--- config.mk ---
export PLATFORM = sky130hd
export DESIGN_NAME = lcd_pixel_packer
export DESIGN_NICKNAME = d
export VERILOG_FILES = /design/src/rtl/lcd_pkg.sv /design/src/rtl/sync_fifo.sv /design/src/rtl/lcd_pixel_packer.sv
export SDC_FILE = /design/constraint.sdc
export NUM_CORES = 1
export LEC_CHECK = 0
export ABC_CLOCK_PERIOD_IN_PS = 3700
export CORE_ASPECT_RATIO = 1.25
export CORE_MARGIN = 2
export CORE_UTILIZATION = 44
export CTS_BUF_LIST = sky130_fd_sc_hd__clkbuf_2
export CTS_CLUSTER_SIZE = 16
export DETAILED_ROUTE_END_ITERATION = 10
export PLACE_DENSITY_LB_ADDON = 0.25
export SETUP_SLACK_MARGIN = 0.2
export SYNTH_ARGS = -nofsm -noshare
export SYNTH_HDL_FRONTEND = slang
export SYNTH_SLANG_ARGS = --single-unit
export TNS_END_PERCENT = 30
--- constraint.sdc ---
create_clock -name clk -period 3.7 [get_ports clk]
set_input_delay 0.925 -clock clk [delete_from_list [all_inputs] [get_ports clk]]
set_output_delay 0.925 -clock clk [all_outputs]
set_load 0.01 [all_outputs]
--- src/rtl/lcd_pkg.sv ---
// Shared types and pixel packing helpers for lcd_pixel_packer.
// Define LCD_PIXEL_PACKER_RGB666_EN to select 18-bit (3 bytes/pixel) output; the default is RGB565.
package lcd_pkg;

    localparam int CNT_W = 17;

    typedef struct packed {
        logic [4:0] r;
        logic [5:0] g;
        logic [4:0] b;
    } rgb565_t;

    typedef struct packed {
        logic [5:0] r;
        logic [5:0] g;
        logic [5:0] b;
    } rgb666_t;

`ifdef LCD_PIXEL_PACKER_RGB666_EN
    localparam int BYTES_PER_PIXEL = 3;
    typedef rgb666_t pix_t;
    typedef enum logic [1:0] {IDLE, BYTE0, BYTE1, BYTE2} pack_fsm_e;
`else
    localparam int BYTES_PER_PIXEL = 2;
    typedef rgb565_t pix_t;
    typedef enum logic [1:0] {IDLE, BYTE0, BYTE1} pack_fsm_e;
`endif

    typedef struct packed {
        logic sof;
        pix_t pix;
    } entry_t;

    // Colour input is {A,B,G,R}; alpha is dropped and each channel keeps its MSBs.
    function automatic pix_t pack_color(input logic [31:0] c);
`ifdef LCD_PIXEL_PACKER_RGB666_EN
        return '{r: c[7:2], g: c[15:10], b: c[23:18]};
`else
        return '{r: c[7:3], g: c[15:10], b: c[23:19]};
`endif
    endfunction

    function automatic logic [7:0] pixel_byte(input pix_t p, input logic [1:0] idx);
`ifdef LCD_PIXEL_PACKER_RGB666_EN
        case (idx)
            2'd0:    return {p.r, 2'b00};
            2'd1:    return {p.g, 2'b00};
            default: return {p.b, 2'b00};
        endcase
`else
        case (idx)
            2'd0:    return {p.r, p.g[5:3]};
            default: return {p.g[2:0], p.b};
        endcase
`endif
    endfunction

endpackage

--- src/rtl/sync_fifo.sv ---
// Single-clock FIFO with occupancy count; pushes into a full FIFO are ignored even if a pop coincides.
// Power-of-two DEPTH so the pointers wrap naturally.
module sync_fifo #(
    parameter int DEPTH = 16,
    parameter int WIDTH = 17
) (
    input  logic                   clk,
    input  logic                   reset,
    input  logic                   push,
    input  logic                   pop,
    input  logic [WIDTH-1:0]       wdata,
    output logic [WIDTH-1:0]       rdata,
    output logic                   full,
    output logic                   empty,
    output logic [$clog2(DEPTH):0] level
);

    localparam int AW = $clog2(DEPTH);
    localparam int LW = AW + 1;

    logic [WIDTH-1:0] mem [DEPTH];
    logic [AW-1:0]    wr_ptr;
    logic [AW-1:0]    rd_ptr;
    logic             do_push;
    logic             do_pop;

    assign full    = (level == LW'(DEPTH));
    assign empty   = (level == '0);
    assign do_push = push && !full;
    assign do_pop  = pop && !empty;
    assign rdata   = mem[rd_ptr];

    // NOTE: storage is not reset; pointers and level alone decide which words are valid.
    always_ff @(posedge clk) begin
        if (do_push) mem[wr_ptr] <= wdata;
    end

    always_ff @(posedge clk or posedge reset) begin
        if (reset) begin
            wr_ptr <= '0;
            rd_ptr <= '0;
            level  <= '0;
        end else begin
            if (do_push) wr_ptr <= wr_ptr + AW'(1);
            if (do_pop)  rd_ptr <= rd_ptr + AW'(1);
            if (do_push && !do_pop)      level <= level + LW'(1);
            else if (!do_push && do_pop) level <= level - LW'(1);
        end
    end

endmodule

--- src/rtl/lcd_pixel_packer.sv ---
// Buffers VPU pixels and serialises them into ILI9341 8-bit bus bytes with frame tags.
// LCD_PIXEL_PACKER_RGB666_EN selects 3 bytes/pixel (18-bit); default is RGB565, 2 bytes/pixel.
module lcd_pixel_packer
    import lcd_pkg::*;
#(
    parameter int DEPTH        = 16,
    parameter int FRAME_PIXELS = 76800
) (
    input  logic                   clk,
    input  logic                   reset,
    input  logic                   pix_valid,
    input  logic                   pix_sof,
    input  logic [31:0]            pix_color,
    output logic                   pix_ready,
    output logic                   byte_valid,
    output logic [7:0]             byte_data,
    output logic                   byte_sof,
    output logic                   byte_eof,
    input  logic                   byte_ready,
    output logic [$clog2(DEPTH):0] level,
    output logic                   overflow,
    output logic                   frame_err
);

    localparam logic [CNT_W-1:0] LAST_PIXEL = CNT_W'(FRAME_PIXELS - 1);
`ifdef LCD_PIXEL_PACKER_RGB666_EN
    localparam pack_fsm_e LAST_BYTE = BYTE2;
`else
    localparam pack_fsm_e LAST_BYTE = BYTE1;
`endif

    entry_t           wr_entry;
    entry_t           rd_entry;
    logic             fifo_full;
    logic             fifo_empty;
    logic             pop;
    logic             xfer;
    logic             last_xfer;
    pack_fsm_e        state;
    pix_t             cur_pix;
    logic [CNT_W-1:0] count;
    logic [CNT_W-1:0] count_base;

    assign wr_entry  = '{sof: pix_sof, pix: pack_color(pix_color)};
    assign pix_ready = !fifo_full;

    sync_fifo #(
        .DEPTH (DEPTH),
        .WIDTH ($bits(entry_t))
    ) u_fifo (
        .clk   (clk),
        .reset (reset),
        .push  (pix_valid),
        .pop   (pop),
        .wdata (wr_entry),
        .rdata (rd_entry),
        .full  (fifo_full),
        .empty (fifo_empty),
        .level (level)
    );

    // count_base is the pixel count after any final-byte transfer this cycle; a popped sof
    // entry is judged against it, so a frame that wrapped cleanly restarts without error.
    always_comb begin
        xfer       = byte_valid && byte_ready;
        last_xfer  = xfer && (state == LAST_BYTE);
        pop        = !fifo_empty && ((state == IDLE) || last_xfer);
        count_base = count;
        if (last_xfer) count_base = (count == LAST_PIXEL) ? '0 : count + CNT_W'(1);
    end

    always_ff @(posedge clk or posedge reset) begin
        if (reset) begin
            state      <= IDLE;
            cur_pix    <= '0;
            byte_valid <= 1'b0;
            byte_data  <= '0;
            byte_sof   <= 1'b0;
            byte_eof   <= 1'b0;
            count      <= '0;
            overflow   <= 1'b0;
            frame_err  <= 1'b0;
        end else begin
            if (pix_valid && fifo_full) overflow <= 1'b1;
            count <= count_base;
            if (pop) begin
                state      <= BYTE0;
                cur_pix    <= rd_entry.pix;
                byte_valid <= 1'b1;
                byte_data  <= pixel_byte(rd_entry.pix, 2'd0);
                byte_sof   <= rd_entry.sof;
                byte_eof   <= 1'b0;
                if (rd_entry.sof) begin
                    count <= '0;
                    if (count_base != '0) frame_err <= 1'b1;
                end
            end else if (xfer) begin
                byte_sof <= 1'b0;
                case (state)
                    BYTE0: begin
                        state     <= BYTE1;
                        byte_data <= pixel_byte(cur_pix, 2'd1);
                        byte_eof  <= (LAST_BYTE == BYTE1) && (count == LAST_PIXEL);
                    end
`ifdef LCD_PIXEL_PACKER_RGB666_EN
                    BYTE1: begin
                        state     <= BYTE2;
                        byte_data <= pixel_byte(cur_pix, 2'd2);
                        byte_eof  <= (count == LAST_PIXEL);
                    end
`endif
                    default: begin
                        state      <= IDLE;
                        byte_valid <= 1'b0;
                        byte_eof   <= 1'b0;
                    end
                endcase
            end
        end
    end

endmodule

### After elaboration in Yosys (flattened, before gate mapping)

Memory sizes are Yosys's and may differ from the RTL's.
Index checks and enable logic that the tools add are counted.

| word-level totals | value |
|---|---|
| bits in read-only memories | 0 |
| RAM bits | 272 |
| input port bits | 37 |
| latch bits | 0 |
| register bits | 53 |
| memories kept | 1 |

Memory list:

| memory | depth | width | rd ports | clocked after memory_dff | wr ports | RTL line | text |
|---|---|---|---|---|---|---|---|
| u_fifo.mem | 16 | 17 | 1 | 0 | 1 | sync_fifo.sv:21 | `logic [WIDTH-1:0] mem [DEPTH];` |

| operators by class | value |
|---|---|
| order comparisons | 0 |
| add/subtract/negate cells | 5 |
| reduce and logical (&&, ||, !) cells | 22 |
| shift operators | 0 |
| div/mod/pow operators | 0 |
| equality and inequality tests | 5 |
| bitwise gates (word level) | 0 |
| $mul | 0 |
| muxes and demuxes | 22 |

Operators by type and width:

| cell | number |
|---|---|
| 17-bit two-way mux | 4 |
| 8-bit two-way mux | 3 |
| 17-bit by 1-bit adder with 17-bit output (second input constant) | 1 |
| 17-bit == test (second input constant) | 1 |
| 17-bit nonzero test | 1 |
| 1-bit two-way mux | 10 |
| 5-bit two-way mux | 2 |
| 4-bit by 1-bit adder with 4-bit output (second input constant) | 2 |
| 1-bit logical AND | 8 |
| 2-bit two-way mux | 3 |
| 2-bit nonzero test | 3 |
| 5-bit by 1-bit adder with 5-bit output (second input constant) | 1 |
| 5-bit == test (second input constant) | 1 |
| 5-bit logical NOT | 1 |
| 5-bit by 1-bit subtractor with 5-bit output (second input constant) | 1 |
| 1-bit logical NOT | 4 |
| 2-bit AND reduction | 2 |
| 3-bit AND reduction | 1 |
| 2-bit by 1-bit == test with 1-bit output (second input constant) | 1 |
| 2-bit == test (second input constant) | 1 |
| 2-bit logical NOT | 1 |
| 2-bit by 1-bit != test with 1-bit output (second input constant) | 1 |
| 1-bit logical OR | 1 |

### Logic depth before layout (Yosys ltp)

Gate-level depths: netlist of run 1.

| logic depth | value |
|---|---|
| depth in word-level cells | 8 |
| depth in mapped cells | 13 |
| depth with buffers taken out | 12 |

### By module

A second synthesis of run 1 with hierarchy kept.

| unflattened totals | value |
|---|---|
| cell total of the unflattened synthesis | 781 |
| area, all modules | 13322.8 µm² |

Modules (own cells, without submodules):

| module | cells each | instances | area an instance (µm²) |
|---|---|---|---|
| sync_fifo | 581 | 1 | 11254.5 |
| lcd_pixel_packer | 200 | 1 | 2068.2 |

### Worst setup path after synthesis of run 1

No wires, ideal clock.

| timing path | value |
|---|---|
| path type | input to register |
| from | input byte_ready |
| to | register u_fifo.level[4] |
| stages | 12 |
| library setup time | 0.123 ns |
| arrival time | 3.123 ns |
| slack | 0.454 ns |
| cells stage by stage | nand2_1 > a21oi_1 > inv_1 > clkbuf_1 > ha_1 > inv_1 > ha_1 > a21o_1 > a21oi_1 > xnor2_1 > nor2_1 > xnor2_1 |

| between the ends | value |
|---|---|
| cells in the longest elaborated chain, start to end | 8 |

Ends and longest elaborated chain:

| what | RTL line | text |
|---|---|---|
| start: declaration | lcd_pixel_packer.sv:19 | `input logic byte_ready,` |
| 1-bit logical AND * | lcd_pixel_packer.sv:65 | `xfer = byte_valid && byte_ready;` |
| 1-bit logical AND * | lcd_pixel_packer.sv:66 | `last_xfer = xfer && (state == LAST_BYTE);` |
| 1-bit logical OR * | lcd_pixel_packer.sv:67 | `pop = !fifo_empty && ((state == IDLE) \|\| last_xfer);` |
| 1-bit logical AND * | lcd_pixel_packer.sv:67 |  |
| 1-bit logical AND * | sync_fifo.sv:30 | `assign do_pop = pop && !empty;` |
| 1-bit logical NOT | sync_fifo.sv:46 | `if (do_push && !do_pop) level <= level + LW'(1);` |
| 1-bit logical AND | sync_fifo.sv:46 |  |
| 5-bit two-way mux or 2-bit nonzero test (tied branches) | - |  |
| end signal: assignment | sync_fifo.sv:46 |  |
| end signal: assignment | sync_fifo.sv:47 | `else if (!do_push && do_pop) level <= level - LW'(1);` |
| end: declaration | sync_fifo.sv:15 | `output logic [$clog2(DEPTH):0] level` |

Mark *: on every way between the ends. The rest lies on a longest branch, timed or not.
A chain may end at the register's enable or synchronous reset.

### Worst setup path after layout of run 1

| timing path | value |
|---|---|
| from | register u_fifo.level[0] |
| to | output pix_ready |

| between the ends | value |
|---|---|
| cells in the longest elaborated chain, start to end | 2 |

Ends and longest elaborated chain:

| what | RTL line | text |
|---|---|---|
| 5-bit == test | sync_fifo.sv:27 | `assign full = (level == LW'(DEPTH));` |
| 1-bit logical NOT | lcd_pixel_packer.sv:45 | `assign pix_ready = !fifo_full;` |
| end: declaration | lcd_pixel_packer.sv:14 | `output logic pix_ready,` |

Every way passes these cells.

==> results.json, run 1 <==
{
  "status": "complete, no violations",
  "drc": 0,
  "post-dp-hpwl_um": 16970,
  "path_cells": "nor4_2 -> nand2_1 -> clkdlybuf4s50_1",
  "io_buffer_count": 39,
  "tns_ns": 0,
  "grt_pass1_wl_um": 44330,
  "slew_headroom_pct": 47.54,
  "synth_edf_count": 272,
  "path_depth": 3,
  "first_pass_iters": 5,
  "crit-reg2reg-launch": "u_fifo.level[0]$_DFFE_PP0P_",
  "cts_tree": "built",
  "cts_num_sinks": 325,
  "rsz0062_at_grt": "no",
  "cp_data_arrival_time_ns": 2.37,
  "worst_skew_pair.late_latency_ns": 0.88,
  "die_area_sq_um": 31240,
  "max-vdd-ir-drop_v": 0.0002407,
  "post_route_cells_drive_above_1_share_pct": 29.24,
  "cts_resized": 1,
  "grt_max_degree": 51,
  "grt_pass1_vias": 7602,
  "path_buf_inv": 1,
  "ff2ff_path_depth": 11,
  "ys_ff_latch": 325,
  "cpLargestDelayFamily": "simple AND/OR/NAND/NOR gates",
  "synth_top_area_share_pct": 62.21,
  "drt_wl_total_um": 28950,
  "nNetsFinal": 888,
  "layout_common_cells": "272 x edfxtp_1, 113 x clkbuf_2, 68 x mux4_2",
  "fin_crit_sh_pct": 89.06,
  "start_kind": "flip-flop",
  "post_cts_buffers": 0,
  "drv_cap": 0,
  "period_needed_ns": 3.295,
  "place_congestion": 0.8746,
  "reg2reg_to": "u_fifo.level[4]$_DFFE_PP0P_",
  "hold_buffers": 0,
  "viasPerCell": 5.548,
  "cts_buffers": 75,
  "pin_count": 56,
  "total_power_mw": 7.738,
  "power_leakage_nw": 5.387,
  "final_common_cell": "edfxtp_1",
  "worstPathRequired_ns": 2.77,
  "vias": 7179,
  "core-area_sq_um": 29340,
  "fmax_ghz": 0.3035,
  "antenna_found_initial": 1,
  "utilization_pct": 50.86,
  "yosysWarnings": 0,
  "final_max_slew_viol_count": 0,
  "end_kind": "primary output",
  "fp-row-count": 70,
  "wl_per_cell_um": 22.37,
  "syn_area_per_cell_sq_um": 18.01,
  "cp-endpoint": "pix_ready",
  "clkTransAtPathRegs_ns": 0.11,
  "start_util_pct": 44.75,
  "htreeDepth": 3,
  "cts_buffer_depth": 3,
  "syn_nets": 777,
  "cp_slowest_cell": "clkdlybuf4s50_1",
  "die_h_um": 197.1,
  "ys_seq_area_share_pct": 72.31,
  "netlist_area_sq_um": 13130,
  "synth.distinct_cells": 52,
  "grt_overflow": 0,
  "setup_viol": 0,
  "min_path_type": "in -> async",
  "synthToLayoutAreaGrowth_pct": 13.66,
  "cp-startpoint": "u_fifo.level[0]$_DFFE_PP0P_",
  "synthCells": 729,
  "critPathMaxStageDelay_ns": 0.49,
  "r2r_slack_ns": 0.93,
  "worst_slew_pin_slew_ns": 0.7826,
  "yosys_most_used_dff": "edfxtp_1",
  "postSynth.asyncResetShare_pct": 16.31,
  "power.density_nw_per_um2": 518.6,
  "track_usage_pct": 19.55,
  "critical_path.max_fanout": 5,
  "drt.antenna.violating_nets": 0,
  "yosysTopAreaCell": "edfxtp_1",
  "finClkSkew_ns": 0.06143,
  "dieWidth_um": 158.5,
  "hold_violations": 0,
  "root_buffer": "clkbuf_2",
  "synth_area_leaders": "edfxtp_1 62%, mux4_2 12%, dfrtp_1 10%",
  "crit_type": "reg -> out",
  "drtIter0Drc": 742
}
==> logic make-up after synthesis <==
family / share of synthesized area, %
and+or+nand+nor: 5.689
buffers and inverters: 1.630
muxes: 14.24
adders and majority gates: 1.106
DFF: 72.31
AOI/OAI and AO/OA: 3.488
xor gates and xnor gates: 1.534
==> cell usage after synthesis, types with 3 or more instances <==
| master | n |
|---|---|
| edfxtp_1 | 272 |
| mux4_2 | 68 |
| nand2_1 | 55 |
| dfrtp_1 | 53 |
| nor2_1 | 33 |
| mux2i_1 | 27 |
| clkbuf_1 | 17 |
| o21ai_0 | 16 |
| xnor2_1 | 16 |
| buf_2 | 15 |
| a221oi_1 | 11 |
| nand3_1 | 11 |
| ha_1 | 10 |
| inv_1 | 10 |
| a21oi_1 | 9 |
| nand4_1 | 7 |
| nor3_1 | 7 |
| xor2_1 | 7 |
| mux2_2 | 6 |
| a21o_1 | 5 |
| a22oi_1 | 5 |
| a31oi_1 | 5 |
| nor2_2 | 5 |
| and2_1 | 4 |
| nand2b_1 | 4 |
| nor2b_1 | 4 |
| nor4_1 | 4 |
| a21oi_2 | 3 |
| and4_1 | 3 |
| buf_1 | 3 |
| buf_4 | 3 |
| nand4b_1 | 3 |
==> power by group <==
group,internal (mW),leakage [nW],total (mW),switching [mW]
Combinational,0.353,1.71,0.896,0.543
Sequential,4.33,3.13,4.47,0.143
Clock,1.02,0.550,2.37,1.36
==> how the worst min path moves through the flow <==
stage                                         endpoint  slack [ns]  cells past startpoint
after floorplan                 cur_pix[2]$_DFFE_PP0N_        0.44                      2
after global placement            overflow$_DFFE_PP0P_        0.45                      1
after detailed placement          overflow$_DFFE_PP0P_        0.46                      1
after CTS                 u_fifo.wr_ptr[1]$_DFFE_PP0P_        0.43                      2
after global routing            cur_pix[4]$_DFFE_PP0N_        0.49                      2
final                     u_fifo.wr_ptr[1]$_DFFE_PP0P_        0.48                      2
==> state kept, by name, indices dropped and copies added (netlist names) <==
name	cells
byte_data	8
byte_eof	1
byte_sof	1
byte_valid	1
count	17
cur_pix	8
frame_err	1
overflow	1
state	2
u_fifo.level	5
u_fifo.mem	272
u_fifo.rd_ptr	4
u_fifo.wr_ptr	4
==> final cells by class <==
cell class	count	area, sq um
Antenna cell	2	5.005
Multi-Input combinational cell	355	3481
Timing Repair Buffer	72	675.6
Fill cell	2401	14420
Inverter	11	41.29
Clock inverter	20	158.9
Clock buffer	113	565.5
Sequential cell	325	9499
Tap cell	396	495.5
==> metrics by stage <==
stage          instances  instance area (sq um)  setup WS, ns  hold WS, ns
2_1_floorplan        729                  13130        0.4545       0.4418
3_3_place_gp        1159                  14190        0.4102       0.4515
3_5_place_dp        1159                  14190        0.3656       0.4633
4_1_cts             1292                  14920        0.3073       0.4255
5_1_grt             1294                  14920        0.2482       0.4861
6_report            1294                  14920        0.4049       0.4771
==> layer usage <==
metal | up-vias | track usage (%) | part of all wire (%)
met5 | - | 0 | 0
met2 | 266 | 32.62 | 51
li1 | 3170 | - | -
met4 | 0 | 9.510 | 3.4
met3 | 66 | 4.081 | 6.0
met1 | 3677 | 24.33 | 39
(Power assumes the default switching activity.)
==> run 2, diff against run 1 <==
Settings changed: MAX_ROUTING_LAYER from default to met4, SKIP_LAST_GASP from default to 1.
==> run 2 against run 1 <==
  * Routed wire length is essentially flat
  * Combinational power grew 2%
  * Clock power shrank 2%
  * Flip-flop and latch count is the same
  * Maximum frequency grew 1.9%
  * Final cell count grew 1.0%
  * Via count shrank 0.65%
  * Clock skew shrank 0.0068 ns
  * Worst setup slack gained 0.061 ns
  * Clock-buffer cell count shrank 5
  * Critical path type unchanged
  * Critical endpoint unchanged
==> results.json, run 2 (synthesized netlist as in run 1, its figures left out) <==
{
  "io_buffer_count": 39,
  "grt_overflow": 0,
  "largest_register_ffs": 272,
  "worst_skew_pair.late_latency_ns": 0.89,
  "fin_crit_sh_pct": 87.41,
  "status": "complete, no violations",
  "die_area_sq_um": 31240,
  "finClkSkew_ns": 0.05463,
  "core-area_sq_um": 29340,
  "first_pass_iters": 5,
  "reg_top3": "u_fifo.mem (272), count (17)",
  "drt.antenna.violating_nets": 0,
  "max-vdd-ir-drop_v": 0.0002214,
  "worstPathRequired_ns": 2.77,
  "regMostFlops": "u_fifo.mem",
  "drtIter0Drc": 603,
  "setup_viol": 0,
  "cts_buffer_depth": 3,
  "cts_num_sinks": 325,
  "grt_pass1_wl_um": 44140,
  "fp-row-count": 70,
  "cts_tree": "built",
  "hold_violations": 0,
  "cts_buffers": 78,
  "antenna_found_initial": 2,
  "worst_slew_pin_slew_ns": 0.6756,
  "placed_cells": 1162,
  "final_max_slew_viol_count": 0,
  "start_util_pct": 44.75,
  "critical_path.max_fanout": 5,
  "dieWidth_um": 158.5,
  "layout_common_cells": "272 x edfxtp_1, 108 x clkbuf_2, 68 x mux4_2",
  "slew_headroom_pct": 54.89,
  "track_usage_pct": 20.04,
  "start_kind": "flip-flop",
  "r2r_slack_ns": 1.01,
  "min_path_type": "in -> async",
  "dp_slack_ns": 0.3676,
  "clkTransAtPathRegs_ns": 0.11,
  "crit_type": "reg -> out",
  "period_needed_ns": 3.234,
  "htreeDepth": 3,
  "num-fill-cells": 2414,
  "grt_max_degree": 51,
  "design_area_sq_um": 14980,
  "root_buffer": "clkbuf_2",
  "pin_count": 56,
  "reg2reg_to": "u_fifo.level[4]$_DFFE_PP0P_",
  "power.density_nw_per_um2": 514.5,
  "rsz0062_at_grt": "no",
  "grt_pass1_vias": 7566,
  "utilization_pct": 51.07,
  "wl_per_cell_um": 22.15,
  "power_leakage_nw": 5.400,
  "vias": 7132,
  "synthToLayoutAreaGrowth_pct": 14.12,
  "nNetsFinal": 894,
  "fin_ws_ns": 0.4659,
  "place_congestion": 0.8612,
  "final_common_cell": "edfxtp_1",
  "post-dp-hpwl_um": 17540,
  "post_route_cells_drive_above_1_share_pct": 28.49,
  "drt_wl_total_um": 28950,
  "cp_data_arrival_time_ns": 2.31,
  "viasPerCell": 5.457,
  "fmax_ghz": 0.3092,
  "tns_ns": 0,
  "ff2ff_path_depth": 11,
  "drc": 0,
  "dpl_cell_area_sq_um": 14250,
  "final_cells": 1307,
  "crit-reg2reg-launch": "u_fifo.level[0]$_DFFE_PP0P_",
  "die_h_um": 197.1,
  "end_kind": "primary output",
  "drv_cap": 0
}
-- run 2: report_power, final --
part | total (mW) | internal, mW | switching (mW)
Combinational | 0.914 | 0.365 | 0.550
Sequential | 4.47 | 4.33 | 0.142
Clock | 2.33 | 0.937 | 1.39
-- run 2: critical path, cell delays in order (launching register included) --
cell	delay [ns]
dfrtp_1	0.46
nor4_2	0.40
nand2_1	0.11
clkdlybuf4s50_1	0.49
-- run 2: cell type report --
| class | instances | area (sq um) | share of cell area, % |
|---|---|---|---|
| timing repair buffer | 75 | 735.7 | 4.910 |
| clock inverter | 35 | 185.2 | 1.236 |
| sequential | 325 | 9499 | 63.40 |
| antenna | 2 | 5.005 | 0.03340 |
| clock buffer | 108 | 540.5 | 3.608 |
| multi-input combinational | 355 | 3481 | 23.23 |
| tap | 396 | 495.5 | 3.307 |
| inverter | 11 | 41.29 | 0.2756 |
-- run 2: repair_timing --
item / CTS / global route
buffers inserted: 0 / 0
gates resized for setup: 0 / 1
setup endpoints to repair: 0 / 1
hold buffers: 0 / 0
-- run 2: worst max path at each step --
stage	start	to	cells past startpoint
after floorplan	byte_ready	u_fifo.level[4]$_DFFE_PP0P_	12
after global placement	byte_ready	u_fifo.level[4]$_DFFE_PP0P_	12
after detailed placement	byte_ready	u_fifo.level[4]$_DFFE_PP0P_	12
after CTS	u_fifo.level[0]$_DFFE_PP0P_	pix_ready	3
after global routing	u_fifo.level[0]$_DFFE_PP0P_	pix_ready	3
final	u_fifo.level[0]$_DFFE_PP0P_	pix_ready	3
-- run 2: layer usage --
layer	share of wire, %	up-vias	wire length [um]	GRT usage [%]
li1	-	3185	-	-
met1	40	3683	11680	24.01
met2	52	218	15160	33.61
met3	5.1	46	1489	4.520
met4	2.1	0	622	6.840
met5	0	-	0	-
-- run 2: per-stage QoR --
stage	hold slack [ns]	total power, mW
after CTS	0.3780	7.806
final	0.4494	7.709
after global placement	0.4537	5.394
after detailed placement	0.4634	5.469
after floorplan	0.4418	4.981
after global routing	0.4209	8.100
